<file path="src/rtl/blob_pkg.sv">
// Shared widths and FSM encoding for the blob locator and its divider.
package blob_pkg;
    localparam int XW = 10;   // x coordinate / centroid / box width
    localparam int YW = 9;    // y coordinate / centroid / box width
    localparam int CW = 17;   // skin pixel count width
    localparam int SW = 25;   // coordinate sum width

    typedef enum logic [1:0] {
        ST_IDLE  = 2'd0,
        ST_DIV_X = 2'd1,
        ST_DIV_Y = 2'd2,
        ST_PUB   = 2'd3
    } blobState_t;
endpackage

</file>
<file path="src/rtl/seq_divider.sv">
// Restoring unsigned divider, one quotient bit per cycle, SW steps per divide.
// Handshake: iStart is taken while idle (oBusy low); the first step happens on
// the start edge itself. oDone is high in the cycle whose closing edge performs
// the last step, and oQuotient carries the final quotient during that cycle.
module seq_divider
    import blob_pkg::*;
(
    input  logic          iCLK,
    input  logic          iRST_N,
    input  logic          iStart,
    input  logic [SW-1:0] iDividend,
    input  logic [CW-1:0] iDivisor,
    output logic          oBusy,
    output logic          oDone,
    output logic [SW-1:0] oQuotient
);
    logic [CW-1:0] remReg;
    logic [CW-1:0] dvsReg;
    logic [SW-1:0] quoReg;
    logic [4:0]    cntReg;
    logic          busyReg;

    logic          step;
    logic          last;
    logic          ge;
    logic [CW-1:0] curRem;
    logic [CW-1:0] curDvs;
    logic [CW-1:0] newRem;
    logic [SW-1:0] curQuo;
    logic [SW-1:0] newQuo;
    logic [4:0]    curCnt;
    logic [CW:0]   shifted;

    // One restoring step; a start feeds fresh operands straight into the step.
    always_comb begin
        step    = iStart | busyReg;
        curRem  = iStart ? '0 : remReg;
        curQuo  = iStart ? iDividend : quoReg;
        curDvs  = iStart ? iDivisor : dvsReg;
        curCnt  = iStart ? '0 : cntReg;
        shifted = {curRem, curQuo[SW-1]};
        ge      = (shifted >= {1'b0, curDvs});
        newRem  = ge ? CW'(shifted - {1'b0, curDvs}) : CW'(shifted);
        newQuo  = {curQuo[SW-2:0], ge};
        last    = (curCnt == 5'(SW - 1));
    end

    assign oBusy     = busyReg;
    assign oDone     = step & last;
    assign oQuotient = newQuo;

    // Iteration registers advance on every step; busy drops after the last one.
    always_ff @(posedge iCLK) begin
        if (!iRST_N) begin
            remReg  <= '0;
            dvsReg  <= '0;
            quoReg  <= '0;
            cntReg  <= '0;
            busyReg <= 1'b0;
        end else if (step) begin
            remReg  <= newRem;
            dvsReg  <= curDvs;
            quoReg  <= newQuo;
            cntReg  <= curCnt + 5'd1;
            busyReg <= ~last;
        end
    end
endmodule

</file>
<file path="src/rtl/binary_blob_locator.sv">
// Reduces each binary skin mask frame to count, bounding box and centroid.
// Accumulation of the next frame overlaps the centroid division of the last
// one through a snapshot register set; a frame ending while the divider is
// still working is dropped and flagged with oOVERRUN.
module binary_blob_locator
    import blob_pkg::*;
#(
    parameter int IMG_W     = 320,
    parameter int IMG_H     = 240,
    parameter int MIN_COUNT = 256
)(
    input  logic          iCLK,
    input  logic          iRST_N,
    input  logic          iBinary,
    input  logic          iDVAL,
    input  logic          iFrame_En,
    output logic [CW-1:0] oCOUNT,
    output logic [XW-1:0] oCX,
    output logic [YW-1:0] oCY,
    output logic [XW-1:0] oMINX,
    output logic [XW-1:0] oMAXX,
    output logic [YW-1:0] oMINY,
    output logic [YW-1:0] oMAXY,
    output logic          oFOUND,
    output logic          oRDY,
    output logic          oOVERRUN
);
    logic [XW-1:0] xPos;
    logic [YW-1:0] yPos;
    logic [CW-1:0] accCount, nCount, snapCount;
    logic [SW-1:0] accSumX, nSumX, snapSumX;
    logic [SW-1:0] accSumY, nSumY, snapSumY;
    logic [XW-1:0] accMinX, nMinX, snapMinX;
    logic [XW-1:0] accMaxX, nMaxX, snapMaxX;
    logic [YW-1:0] accMinY, nMinY, snapMinY;
    logic [YW-1:0] accMaxY, nMaxY, snapMaxY;
    logic [XW-1:0] cxReg;
    logic [YW-1:0] cyReg;

    logic accept, skin, lastX, lastY, frameEnd;
    blobState_t state, nextState;
    logic          divStart, divBusy, divDone;
    logic [SW-1:0] dividend, divQuo;

    assign accept   = iDVAL & iFrame_En;
    assign skin     = accept & iBinary;
    assign lastX    = (xPos == XW'(IMG_W - 1));
    assign lastY    = (yPos == YW'(IMG_H - 1));
    assign frameEnd = accept & lastX & lastY;

    // Accumulator values including the pixel offered this cycle.
    always_comb begin
        nCount = accCount + CW'(skin);
        nSumX  = accSumX + (skin ? SW'(xPos) : '0);
        nSumY  = accSumY + (skin ? SW'(yPos) : '0);
        nMinX  = (skin && xPos < accMinX) ? xPos : accMinX;
        nMaxX  = (skin && xPos > accMaxX) ? xPos : accMaxX;
        nMinY  = (skin && yPos < accMinY) ? yPos : accMinY;
        nMaxY  = (skin && yPos > accMaxY) ? yPos : accMaxY;
    end

    // Raster coordinates advance on valid pixels; disabling parks them at origin.
    always_ff @(posedge iCLK) begin
        if (!iRST_N || !iFrame_En) begin
            xPos <= '0;
            yPos <= '0;
        end else if (iDVAL) begin
            if (lastX) begin
                xPos <= '0;
                yPos <= lastY ? '0 : yPos + YW'(1);
            end else begin
                xPos <= xPos + XW'(1);
            end
        end
    end

    // Running frame statistics, restarted at frame end or while disabled.
    always_ff @(posedge iCLK) begin
        if (!iRST_N || !iFrame_En || frameEnd) begin
            accCount <= '0;
            accSumX  <= '0;
            accSumY  <= '0;
            accMinX  <= '1;
            accMaxX  <= '0;
            accMinY  <= '1;
            accMaxY  <= '0;
        end else if (accept) begin
            accCount <= nCount;
            accSumX  <= nSumX;
            accSumY  <= nSumY;
            accMinX  <= nMinX;
            accMaxX  <= nMaxX;
            accMinY  <= nMinY;
            accMaxY  <= nMaxY;
        end
    end

    // Snapshot taken only when the result path is free to work on it.
    always_ff @(posedge iCLK) begin
        if (!iRST_N) begin
            snapCount <= '0;
            snapSumX  <= '0;
            snapSumY  <= '0;
            snapMinX  <= '0;
            snapMaxX  <= '0;
            snapMinY  <= '0;
            snapMaxY  <= '0;
        end else if (frameEnd && state == ST_IDLE) begin
            snapCount <= nCount;
            snapSumX  <= nSumX;
            snapSumY  <= nSumY;
            snapMinX  <= nMinX;
            snapMaxX  <= nMaxX;
            snapMinY  <= nMinY;
            snapMaxY  <= nMaxY;
        end
    end

    // FSM state register.
    always_ff @(posedge iCLK) begin
        if (!iRST_N) state <= ST_IDLE;
        else         state <= nextState;
    end

    // Next state and divider control: x quotient first, then y with the same unit.
    always_comb begin
        nextState = state;
        divStart  = 1'b0;
        dividend  = snapSumX;
        case (state)
            ST_IDLE: begin
                if (frameEnd) nextState = (nCount != '0) ? ST_DIV_X : ST_PUB;
            end
            ST_DIV_X: begin
                divStart = ~divBusy;
                if (divDone) nextState = ST_DIV_Y;
            end
            ST_DIV_Y: begin
                dividend = snapSumY;
                divStart = ~divBusy;
                if (divDone) nextState = ST_PUB;
            end
            ST_PUB: nextState = ST_IDLE;
            default: nextState = ST_IDLE;
        endcase
    end

    seq_divider uDiv (
        .iCLK      (iCLK),
        .iRST_N    (iRST_N),
        .iStart    (divStart),
        .iDividend (dividend),
        .iDivisor  (snapCount),
        .oBusy     (divBusy),
        .oDone     (divDone),
        .oQuotient (divQuo)
    );

    // Capture quotients as they complete, publish the result set, pulse flags.
    always_ff @(posedge iCLK) begin
        if (!iRST_N) begin
            cxReg    <= '0;
            cyReg    <= '0;
            oCOUNT   <= '0;
            oCX      <= '0;
            oCY      <= '0;
            oMINX    <= '0;
            oMAXX    <= '0;
            oMINY    <= '0;
            oMAXY    <= '0;
            oFOUND   <= 1'b0;
            oRDY     <= 1'b0;
            oOVERRUN <= 1'b0;
        end else begin
            oRDY     <= (state == ST_PUB);
            oOVERRUN <= frameEnd && (state != ST_IDLE);
            if (state == ST_DIV_X && divDone) cxReg <= XW'(divQuo);
            if (state == ST_DIV_Y && divDone) cyReg <= YW'(divQuo);
            if (state == ST_PUB) begin
                oCOUNT <= snapCount;
                if (snapCount == '0) begin
                    oCX    <= '0;
                    oCY    <= '0;
                    oMINX  <= '0;
                    oMAXX  <= '0;
                    oMINY  <= '0;
                    oMAXY  <= '0;
                    oFOUND <= 1'b0;
                end else begin
                    oCX    <= cxReg;
                    oCY    <= cyReg;
                    oMINX  <= snapMinX;
                    oMAXX  <= snapMaxX;
                    oMINY  <= snapMinY;
                    oMAXY  <= snapMaxY;
                    oFOUND <= (snapCount >= CW'(MIN_COUNT));
                end
            end
        end
    end
endmodule

</file>
<file path="config.mk">
export PLATFORM = sky130hd
export DESIGN_NAME = binary_blob_locator
export DESIGN_NICKNAME = d
export VERILOG_FILES = /design/src/rtl/blob_pkg.sv /design/src/rtl/seq_divider.sv /design/src/rtl/binary_blob_locator.sv
export SDC_FILE = /design/constraint.sdc
export NUM_CORES = 1
export LEC_CHECK = 0
export BUFFER_PORTS_ARGS = -buffer_cell sky130_fd_sc_hd__buf_2
export CORE_MARGIN = 5
export CORE_UTILIZATION = 56
export CTS_CLUSTER_SIZE = 25
export DETAILED_ROUTE_END_ITERATION = 6
export PLACE_DENSITY = 0.83
export REMOVE_ABC_BUFFERS = 1
export SYNTH_ARGS = -nofsm -noshare
export SYNTH_HDL_FRONTEND = slang
export SYNTH_HIERARCHICAL = 1
export SYNTH_SLANG_ARGS = --single-unit
export TNS_END_PERCENT = 30
</file>
<file path="constraint.sdc">
create_clock -name iCLK -period 4 [get_ports iCLK]
set_input_delay 0.4 -clock iCLK [delete_from_list [all_inputs] [get_ports iCLK]]
set_output_delay 0.4 -clock iCLK [all_outputs]
set_load 0.01 [all_outputs]
</file>
==> impl_results.md <==
* Setup crit start kind: register
* Final WL at 46.49 mm
* Core box area at 33450 µm²
* Layout cells sized above 1 at 13.81%
* Num Clock Sinks at 392
* Hold Crit Endpoint: xPos[0]$_SDFFE_PP0P_
* Cell Area, Synth at 18960 µm²
* Worst-margin pin slew at 1.080 ns
* Mapped Cells at 2173
* Critical R2R Launch: state[0]$_SDFFE_PN0P_
* Drt drc at 0
* Worst min path class: input port to register
* Pin count of the biggest net entering global routing at 100
* Drt wl/cell at 17.40 µm
* Slew Limit Fails at 0
* Critical Path RT at 4.43 ns
* Clock Pin Slew Worst Setup and Hold Paths at 0.06 ns
* Syn_area_per_cell at 8.726 µm²
* Die W at 194.0 µm
* Maximum clock rate at 0.2648 GHz
* Clock Tree Root: clkbuf_16
* Layout area overhead at 10.72%
* Placed cell count at 2598
* Power share of the combinational group at 27.2%
* Final std cells w/o fill at 2672
* P_sw at 3.482 mW
* GRT Total Usage at 23.82%
* Slew headroom at 27.84%
* Tcrit/Tclk final at 94.43%
* Ys async rst share at 0%
* I/O Buffers at 81
* Crit end category: register
* Hold Crit Depth at 3
* Switching Fraction at 31.76%
* Die area at 37640 µm²
* Hold wc startpoint: iDVAL
* Clk buf depth at 3
* Worst Skew at 0.02351 ns
* I/O Pins at 82
* GRT overflow at 0
* Final Hold Vio Count at 0
* Pint at 7.482 mW
* FF-to-FF path depth at 15
* Synth Flop Type: dfxtp_1
* Flops & latches, synth at 392
* Lkg Pwr at 8.247 nW
* Status: finished clean
* CP max stage cell: fa_1
* Hpwl dp at 31.52 mm
* Register share of total power at 37.9%
* Nets@finish at 2286
* Power per cell area at 522.3 nW/µm²
* Worst Path Arrival at 4.20 ns
* Final setup viols at 0
* Post-CTS Hold Buffers at 0
* Clk pwr share at 35.0%
* Critical path fanouts, max at 12
* Sequential share of the synthesized area at 41.39%
* Final critical-path required period at 3.777 ns
* CTS Buf Count at 41
* Post-DR vias/cell at 5.918
* Drt first-iter violations at 1118
* Drt first pass iters at 5
* # fillers at 2711
* Worst vdd ir at 0.4360 mV
* Num rows at 67
* Via count at 15813
* Initial antenna violation count at 0
* Count of cell types in the netlist at 74
* Post-route ant nets at 0
* First-pass GRT wire length at 77.25 mm
* Setup slack, reg-to-reg at 0.22 ns
* CP peak stage delay at 0.41 ns
* H-tree Lvls at 2
* Ys Warns at 6
* CTS tree: done
* Number of max-cap violations at 0
* Total power at 10.96 mW
* EDFF count, synth at 0
* R2R Path End: uDiv/remReg[0]$_SDFFE_PN0N_
* Number of global-route vias before repair at 15465
* CP Class: register to register
* Die height at 194.0 µm
* Routability congestion estimate at 0.9275
* Clock Latency Late Sink at 0.54 ns
* CP cell instances: inv_1, ha_1, nor2b_4, mux2i_2, ha_1, inv_1, fa_1, a21o_1, a221oi_2, o21ai_2, o211ai_2, and3_2, buf_4, nand2_1, a32o_1
* Initial Util at 56.69%
[power by group through the flow]
stage	registers [mW]	logic, mW	clock network, mW
2_1_floorplan	4.21	2.18	0
3_3_place_gp	4.23	2.82	0
3_5_place_dp	4.24	2.88	0
4_1_cts	4.15	2.91	3.88
5_1_grt	4.17	3.26	4.05
6_report	4.15	2.98	3.83
[layer usage]
metal / track usage (%) / vias to the layer above / share of wire [%] / wire [µm]
met5: 0 / - / 0 / 0
met4: 6.875 / 0 / 2.4 / 1112
met3: 3.076 / 101 / 5.4 / 2527
met2: 40.74 / 421 / 48 / 22370
met1: 31.74 / 7593 / 44 / 20480
li1: - / 7698 / - / -
[placed cells by master, fill, tap and decap left out, types with 23 or more instances in the layout]
cell | synthesis | final
dfxtp_1 | 392 | 392
nor2_1 | 315 | 314
nand2_1 | 195 | 195
a21oi_1 | 144 | 144
xnor2_1 | 84 | 84
ha_1 | 83 | 83
buf_2 | 16 | 81
o21ai_0 | 80 | 80
mux2i_1 | 68 | 67
nand3_1 | 61 | 60
inv_1 | 59 | 57
a22oi_1 | 57 | 57
mux2_2 | 51 | 51
nor3_1 | 48 | 48
xor2_1 | 45 | 45
clkbuf_16 | 0 | 41
and3_1 | 41 | 40
buf_4 | 7 | 37
a211oi_2 | 35 | 35
o211ai_1 | 34 | 34
a211oi_1 | 27 | 27
nand4_1 | 25 | 25
nor2b_1 | 24 | 23
[state kept, by name, summed over array words and instances, names as in the netlist, 17 cells and up]
signal	cells
uDiv/remReg	17
accSumX	25
oCOUNT	17
uDiv/quoReg	25
accSumY	25
snapCount	17
snapSumX	25
snapSumY	25
accCount	17
uDiv/dvsReg	17
[cell type report]
type | count | area, µm² | share of cell area, %
tap | 448 | 560.5 | 2.670
clock buffer | 53 | 1111 | 5.293
inverter | 60 | 232.7 | 1.109
timing repair buffer | 122 | 745.7 | 3.552
antenna | 1 | 2.502 | 0.01192
clock inverter | 18 | 226.5 | 1.079
sequential | 392 | 7848 | 37.38
multi-input combinational | 1578 | 10270 | 48.90
[repair_timing]
item,in CTS,in global routing
gates resized for setup,0,4
buffers inserted,0,2
endpoints found under the setup margin,0,8
hold endpoints to repair,0,0
[synth_stat cells (5+ instances only)]
master     instances  area share (%)
buf_2             16            0.42
or2_2              5            0.16
nor4_1             8            0.26
a21o_1            15            0.59
dfxtp_1          392              41
xnor2_1           84             3.9
nor2_1           315             6.2
nor3_1            48             1.3
mux2_2            51             3.0
nand4_1           25            0.82
nor2b_1           24            0.79
buf_4              7            0.28
o21ai_0           80             2.1
a31oi_1           18            0.59
and2_1            10            0.33
a211oi_1          27             1.1
nand3_1           61             1.6
xor2_1            45             2.1
mux2i_1           68             3.6
or3_1              9            0.30
a2111oi_0          7            0.32
a21oi_1          144             3.8
a22oi_1           57             2.3
buf_6             10            0.59
o2111ai_1          5            0.23
o221a_2            5            0.30
o211ai_1          34             1.3
and4_1             8            0.37
nand2_1          195             3.9
o311ai_0           6            0.28
ha_1              83             5.5
a211oi_2          35             2.3
and3_1            41             1.4
clkbuf_1          91             1.8
buf_1             16            0.32
inv_1             59             1.2
[cell families after synthesis]
kind of cell	synth area share, %
AOI/OAI and AO/OA	17.39
and+or+nand+nor	18.16
buffers and inverters	4.692
adders and majority gates	5.794
muxes	6.619
xor gates and xnor gates	5.959
DFF	41.39
[critical path: cells and delay by family, from the launching register on]
kind,cells,cell delay (ns)
buffers and inverters,3,0.37
AOI/OAI and AO/OA,5,1.12
DFF,1,0.37
and+or+nand+nor,3,0.57
adders and majority gates,3,0.93
muxes,1,0.29
[metrics by stage]
stage	setup TNS, ns	hold WS [ns]	setup WS [ns]	utilization (%)	instance area (µm²)
final	0	0.2860	0.2229	62.76	20990
after global placement	0	0.4404	0.2958	58.67	19630
after CTS	0	0.2614	0.1426	62.67	20960
after detailed placement	0	0.4452	0.1687	58.67	19630
after global routing	-0.05181	0.2993	-0.02147	62.75	20990
after floorplan	-185.02	0.4319	-2.835	-	18300
[worst max-delay path by stage]
stage                           from                     endpoint  slack [ns]  depth (start not counted)
3_3_place_gp   state[1]$_SDFFE_PN0P_  uDiv/remReg[0]$_SDFFE_PN0N_        0.30                         14
2_1_floorplan  state[1]$_SDFFE_PN0P_        cyReg[0]$_SDFFE_PN0P_       -2.83                         13
6_report       state[0]$_SDFFE_PN0P_  uDiv/remReg[0]$_SDFFE_PN0N_        0.22                         15
5_1_grt        state[1]$_SDFFE_PN0P_  uDiv/remReg[0]$_SDFFE_PN0N_       -0.02                         15
4_1_cts        state[0]$_SDFFE_PN0P_  uDiv/remReg[0]$_SDFFE_PN0N_        0.14                         14
3_5_place_dp   state[0]$_SDFFE_PN0P_  uDiv/remReg[0]$_SDFFE_PN0N_        0.17                         14
Note: power is estimated with default switching activity, not from simulation.
